[src/rtl/csr_idx_fetch.sv]
// csr_idx_fetch: streams a CSR column-index array from memory and feeds the SpMV vector file.
//   clk, rst_n         : clock, asynchronous active-low reset
//   spmv_init          : synchronous abort/clear
//   start, idx_pntr,
//   nnz_cnt            : begin a fetch of nnz_cnt 16-bit indices starting at byte address idx_pntr
//   mem_req_*          : request channel (val/rdy, tag, 8-byte-aligned address)
//   mem_resp_*         : response channel (always accepted, may return out of order)
//   col_idx_*          : packed CHANNELS-wide index groups on a val/rdy handshake
//   busy, done         : not-idle flag, one-cycle completion pulse
module csr_idx_fetch #(
    parameter int unsigned CHANNELS  = 16,
    parameter int unsigned IDX_W     = 16,
    parameter int unsigned MAX_OUTST = 8
) (
    input  logic                clk,
    input  logic                rst_n,
    input  logic                spmv_init,
    input  logic                start,
    input  logic [39:0]         idx_pntr,
    input  logic [15:0]         nnz_cnt,
    input  logic                mem_req_rdy,
    output logic                mem_req_val,
    output logic [5:0]          mem_req_transid,
    output logic [39:0]         mem_req_addr,
    input  logic                mem_resp_val,
    input  logic [5:0]          mem_resp_transid,
    input  logic [63:0]         mem_resp_data,
    output logic                col_idx_val,
    input  logic                col_idx_rdy,
    output logic [IDX_W-1:0]    col_idx_out [CHANNELS-1:0],
    output logic [CHANNELS-1:0] col_idx_mask,
    output logic                col_idx_last,
    output logic                busy,
    output logic                done
);
    localparam int unsigned SlotW       = $clog2(MAX_OUTST);
    localparam int unsigned OutW        = $clog2(MAX_OUTST + 1);
    localparam int unsigned BeatsPerGrp = CHANNELS / 4;
    localparam int unsigned PosW        = (BeatsPerGrp > 1) ? $clog2(BeatsPerGrp) : 1;

    typedef enum logic [1:0] {StIdle, StFetch, StAbort} state_e;
    state_e state_q;

    logic [15:0]         nnz_q, nb_q, ng_q, req_k_q, drain_q, grp_q;
    logic [39:0]         addr_q;
    logic [OutW-1:0]     outst_q, outst_d;
    logic [63:0]         rob_data_q [MAX_OUTST];
    logic [MAX_OUTST-1:0] rob_vld_q;
    logic [PosW-1:0]     pos_q;
    logic [CHANNELS-1:0] last_mask_q, mask_q, start_mask;
    logic                val_q, last_q, done_q;
    logic [31:0]         rem_lanes;
    logic [SlotW-1:0]    req_slot, drain_slot, resp_slot;
    logic                req_fire, pop, hs, grp_full;
    logic                unused_bits;

    assign unused_bits = ^{idx_pntr[2:0], mem_resp_transid[5:SlotW]};

    assign req_slot   = req_k_q[SlotW-1:0];
    assign drain_slot = drain_q[SlotW-1:0];
    assign resp_slot  = mem_resp_transid[SlotW-1:0];

    // The in-flight window check keeps a tag from being reissued while its previous beat is
    // still in flight but its slot has not yet been written.
    assign mem_req_val = (state_q == StFetch) && (req_k_q < nb_q) &&
                         (outst_q < OutW'(MAX_OUTST)) && !rob_vld_q[req_slot] &&
                         ((req_k_q - drain_q) < 16'(MAX_OUTST));
    assign mem_req_transid = 6'(req_slot);
    assign mem_req_addr    = addr_q;
    assign req_fire        = mem_req_val & mem_req_rdy;

    // Single group buffer: packing waits until the presented group is consumed.
    assign pop      = (state_q == StFetch) && rob_vld_q[drain_slot] && !val_q;
    assign hs       = val_q & col_idx_rdy;
    assign grp_full = (pos_q == PosW'(BeatsPerGrp - 1)) || (drain_q == nb_q - 16'd1);
    assign outst_d  = outst_q + OutW'(req_fire) - OutW'(mem_resp_val);

    assign rem_lanes = 32'(nnz_cnt) % CHANNELS;
    always_comb begin
        start_mask = '0;
        for (int i = 0; i < CHANNELS; i++) begin
            start_mask[i] = (rem_lanes == 32'd0) || (32'(i) < rem_lanes);
        end
    end

    assign col_idx_val  = val_q;
    assign col_idx_mask = mask_q;
    assign col_idx_last = last_q;
    assign busy         = (state_q != StIdle);
    assign done         = done_q;

    always_ff @(posedge clk or negedge rst_n) begin
        if (!rst_n) begin
            state_q     <= StIdle;
            nnz_q       <= '0;
            nb_q        <= '0;
            ng_q        <= '0;
            req_k_q     <= '0;
            drain_q     <= '0;
            grp_q       <= '0;
            addr_q      <= '0;
            outst_q     <= '0;
            rob_vld_q   <= '0;
            pos_q       <= '0;
            last_mask_q <= '0;
            mask_q      <= '0;
            val_q       <= 1'b0;
            last_q      <= 1'b0;
            done_q      <= 1'b0;
            for (int i = 0; i < MAX_OUTST; i++) rob_data_q[i] <= '0;
            for (int i = 0; i < CHANNELS; i++) col_idx_out[i] <= '0;
        end else begin
            done_q  <= 1'b0;
            outst_q <= outst_d;
            if (spmv_init) begin
                // Late responses still have to drain before the tags are reusable.
                state_q   <= (outst_d != '0) ? StAbort : StIdle;
                rob_vld_q <= '0;
                val_q     <= 1'b0;
                mask_q    <= '0;
                last_q    <= 1'b0;
                for (int i = 0; i < CHANNELS; i++) col_idx_out[i] <= '0;
            end else begin
                unique case (state_q)
                    StIdle: begin
                        if (start) begin
                            if (nnz_cnt == 16'd0) begin
                                done_q <= 1'b1;
                            end else begin
                                state_q     <= StFetch;
                                nnz_q       <= nnz_cnt;
                                nb_q        <= 16'((32'(nnz_cnt) + 32'd3) >> 2);
                                ng_q        <= 16'((32'(nnz_cnt) + CHANNELS - 1) / CHANNELS);
                                last_mask_q <= start_mask;
                                addr_q      <= {idx_pntr[39:3], 3'b000};
                                req_k_q     <= '0;
                                drain_q     <= '0;
                                grp_q       <= '0;
                                pos_q       <= '0;
                            end
                        end
                    end
                    StFetch: begin
                        if (req_fire) begin
                            req_k_q <= req_k_q + 16'd1;
                            addr_q  <= addr_q + 40'd8;
                        end
                        if (mem_resp_val) begin
                            rob_data_q[resp_slot] <= mem_resp_data;
                            rob_vld_q[resp_slot]  <= 1'b1;
                        end
                        if (pop) begin
                            rob_vld_q[drain_slot] <= 1'b0;
                            drain_q <= drain_q + 16'd1;
                            pos_q   <= grp_full ? '0 : pos_q + PosW'(1);
                            for (int i = 0; i < CHANNELS; i++) begin
                                if (32'(pos_q) == 32'(i / 4)) begin
                                    // Indices past nnz inside the final beat are zeroed.
                                    if ({14'd0, drain_q, 2'b00} + 32'(i % 4) < {16'd0, nnz_q}) begin
                                        col_idx_out[i] <=
                                            rob_data_q[drain_slot][IDX_W*(i%4) +: IDX_W];
                                    end else begin
                                        col_idx_out[i] <= '0;
                                    end
                                end
                            end
                            if (grp_full) begin
                                val_q  <= 1'b1;
                                last_q <= (grp_q == ng_q - 16'd1);
                                mask_q <= (grp_q == ng_q - 16'd1) ? last_mask_q : '1;
                            end
                        end
                        if (hs) begin
                            val_q  <= 1'b0;
                            mask_q <= '0;
                            last_q <= 1'b0;
                            grp_q  <= grp_q + 16'd1;
                            for (int i = 0; i < CHANNELS; i++) col_idx_out[i] <= '0;
                            if (last_q) begin
                                state_q <= StIdle;
                                done_q  <= 1'b1;
                            end
                        end
                    end
                    StAbort: begin
                        if (outst_d == '0) state_q <= StIdle;
                    end
                    default: state_q <= StIdle;
                endcase
            end
        end
    end
endmodule

[config.mk]
export PLATFORM = sky130hd
export DESIGN_NAME = csr_idx_fetch
export DESIGN_NICKNAME = d
export VERILOG_FILES = /design/src/rtl/csr_idx_fetch.sv
export SDC_FILE = /design/constraint.sdc
export NUM_CORES = 2
export LEC_CHECK = 0
export CAP_MARGIN = 10
export CORE_MARGIN = 5
export CORE_UTILIZATION = 35
export DETAILED_ROUTE_END_ITERATION = 8
export PLACE_DENSITY = 0.62
export RECOVER_POWER = 25
export REMOVE_ABC_BUFFERS = 1
export SETUP_SLACK_MARGIN = 0.1
export SYNTH_ARGS = -nofsm -noshare
export SYNTH_HDL_FRONTEND = slang
export SYNTH_SLANG_ARGS = --single-unit
[constraint.sdc]
create_clock -name clk -period 8.5 [get_ports clk]
set_input_delay 0.85 -clock clk [delete_from_list [all_inputs] [get_ports clk]]
set_output_delay 0.85 -clock clk [all_outputs]
set_load 0.02 [all_outputs]
==> impl_metrics.tcl <==
set metrics [dict create \
    status "complete, but fails checks" \
    violations "max-capacitance violations, max-slew violations" \
    cp_max_fo 19 \
    drt-vias-per-instance 5.30 \
    setup_violations 0 \
    slew_violations 252 \
    power_switching_mw 6.03 \
    power.share.clock_pct 28.8 \
    cts_sinks 948 \
    synthTopCellsByArea "dfrtp_1, mux2_2, o22ai_1" \
    vias 30600 \
    tns_ns 0 \
    tightest_slew_ns 4.75 \
    async_flop_share_pct 100 \
    nets 4228 \
    ctsHoldBuffers 0 \
    synthDistinctLibCells 83 \
    min_path_type "reg2reg" \
    fp-row-count 129 \
    finalPower_mw 17.2 \
    multiInputGateArea_um2 18500 \
    yosysWarnings 0 \
    setup.worst_path.class "reg2out" \
    die_h_um 362 \
    clkLatencyLatePin_ns 0.75 \
    grt_pass1_vias 31600 \
    clock_skew_ns 0.0714 \
    power_density_nw_per_um2 323 \
    drive_gt1_share_pct 25.5 \
    synth_seq_cells 948 \
    ant_nets 0 \
    combPwrFrac_pct 35.5 \
    ir_drop_uv 289 \
    timing.reg2reg.setup_slack_ns 2.64 \
    yosys.area.top_type_share_pct 54.8 \
    ctsHtreeMaxLevel 3 \
    grt_usage_pct 18.8 \
    synth_top_cell_by_area "dfrtp_1" \
    cts_tree "done" \
    io_pins 456 \
    synth_edf_count 0 \
    dp_hpwl_um 77300 \
    register_area_um2 23700 \
    die_area_um2 131000 \
    numCtsBuffers 106 \
    drc 0 \
    core_um2 123000 \
    mostFrequentLayoutCells "dfrtp_1, mux2_2, clkdlybuf4s50_1" \
    rr_endpoint "state_q[1]" \
    whs_path_depth 1 \
    p_seq_share_pct 35.7 \
    grt_first_pass_wirelength_um 194000 \
    final_common_cell "dfrtp_1" \
    nFillCells 11600 \
    hold_end "last_mask_q[0]" \
    post-route-min-period_ns 6.45 \
    fmax_ghz 0.155 \
    maxCapViolations 4 \
    p_int_mw 11.2 \
    cts_buffer_depth 3 \
    start_kind "register" \
    grt_max_degree 164 \
    wl_per_cell_um 21.8 \
    start_util_pct 35.1 \
    relSlewSlack_pct -217 \
    yosysSeqAreaShare_pct 54.8 \
    synth_ff_type "dfrtp_1" \
    finalHoldViolCount 0 \
    worstHoldStart "last_mask_q[0]" \
    clk_pin_slew_worst_paths_ns 0.06 \
    switching_share_pct 35.1 \
    drt_iter0_drc 1981 \
    cp.required_ns 7.65 \
    rr_startpoint "drain_q[2]" \
    period_share_pct 75.8 \
    crit_arrival_ns 5.60 \
    wl_um 126000 \
    root_buffer "clkbuf_16" \
    io_buffer_count 443 \
    drt-pass1-iter-count 5 \
    grt_overflow 0 \
    gp_congestion 0.849 \
    postCtsSetupRepairBufs 0 \
    syn_area_um2 43300 \
    netlist_instances 3671 \
    rr_worst_depth 18 \
    synthToLayoutAreaGrowth_pct 23.0 \
    p_leak_nw 25.1 \
    fp.dieW_um 362 \
    post_synth.cell_area_avg_um2 11.8 \
    postCtsResizedCells 0 \
    endpoint_kind "output port" \
    grt_setup_unrepaired "false" \
    grt_antenna_before_repair 20 \
]
[layout make-up]
| class | count | area share (%) |
|---|---|---|
| Timing Repair Buffer | 493 | 9.12 |
| Sequential cell | 948 | 44.5 |
| Tap cell | 1637 | 3.85 |
| Inverter | 87 | 0.613 |
| Antenna cell | 11 | 0.0517 |
| Clock buffer | 137 | 5.56 |
| Clock inverter | 59 | 1.61 |
| Multi-Input combinational cell | 2401 | 34.7 |
[sequential cells by signal (all words and copies together), names as in the netlist, 15 cells and up]
register	count
last_mask_q	16
grp_q	16
drain_q	16
col_idx_out	256
col_idx_mask	16
rob_data_q	512
nnz_q	16
nb_q	15
mem_req_addr	37
req_k_q	16
[power by group through the flow]
stage | registers, mW | logic [mW] | clock network [mW]
global placement | 6.18 | 6.10 | 0
detailed placement | 6.21 | 6.13 | 0
floorplan | 6.94 | 2.62 | 0
CTS | 6.14 | 6.17 | 5.10
global route | 6.27 | 6.63 | 5.28
finish | 6.13 | 6.11 | 4.96
[worst max-delay path, cell delays in order (launching register included)]
cell,delay (ns)
dfrtp_1,0.94
inv_1,0.59
ha_1,0.48
nor3_1,0.29
o21ai_0,0.16
a31oi_1,0.38
o21bai_1,0.13
a31oi_1,0.20
xnor2_1,0.13
nand4bb_1,0.20
a2111oi_0,0.57
clkdlybuf4s50_1,0.76
[Yosys cell counts (6+ instances only)]
cell type / number
nor2b_1: 9
a21oi_1: 103
o21a_1: 8
nor3b_1: 6
nand2_1: 236
inv_1: 87
buf_2: 10
o22a_1: 23
clkbuf_1: 204
nor3_1: 41
ha_1: 57
buf_1: 12
or3_1: 11
o21ai_0: 100
or4_1: 13
nor2_1: 308
and2_1: 11
buf_4: 10
nand4_1: 32
nor4_1: 17
a21o_1: 15
o22ai_1: 258
xor2_1: 40
and3_1: 28
mux2_2: 773
mux2i_1: 36
xnor2_1: 49
a31oi_1: 44
nand2b_1: 19
o2bb2a_1: 7
dfrtp_1: 948
nand3_1: 49
o211ai_1: 8
[metal layers]
metal  GRT usage (%)  share of wire (%)
met1            25.3                 44
met2            30.0                 46
met3            5.38                6.8
met4            5.15                2.4
met5               0              0.089
[cells by family after synthesis]
logic type	Yosys count	synth area share, %
flops	948	54.8
mux	813	21.1
simple gates	805	8.40
compound gates	630	9.17
buf+inv	327	3.02
xor+xnor	89	1.80
fa+ha+maj	58	1.69
other cells	1	0.00866
[worst max-delay path by stage]
stage | cells past startpoint | slack, ns | start | end
5_1_grt | 3 | 1.01 | rst_n | col_idx_out[246]
2_1_floorplan | 9 | -0.38 | nnz_cnt[2] | drain_q[9]
3_5_place_dp | 18 | 2.69 | drain_q[2] | state_q[1]
3_3_place_gp | 18 | 2.70 | drain_q[2] | state_q[1]
6_report | 11 | 2.05 | drain_q[2] | mem_req_val
4_1_cts | 11 | 1.98 | drain_q[2] | mem_req_val
[stage by stage]
stage                     setup slack (ns)  hold WS (ns)  instances  utilization (%)  area (um^2)
final                                 2.05         0.460       5773             43.2        53300
after floorplan                     -0.378         0.429       3436                -        42400
after global routing                  1.01         0.491       5763             43.2        53200
after global placement                2.70         0.446       5566             40.1        49400
after detailed placement              2.69         0.453       5566             40.1        49400
after CTS                             1.98        0.0873       5762             43.2        53300
Power figures use the tool's default switching activity.
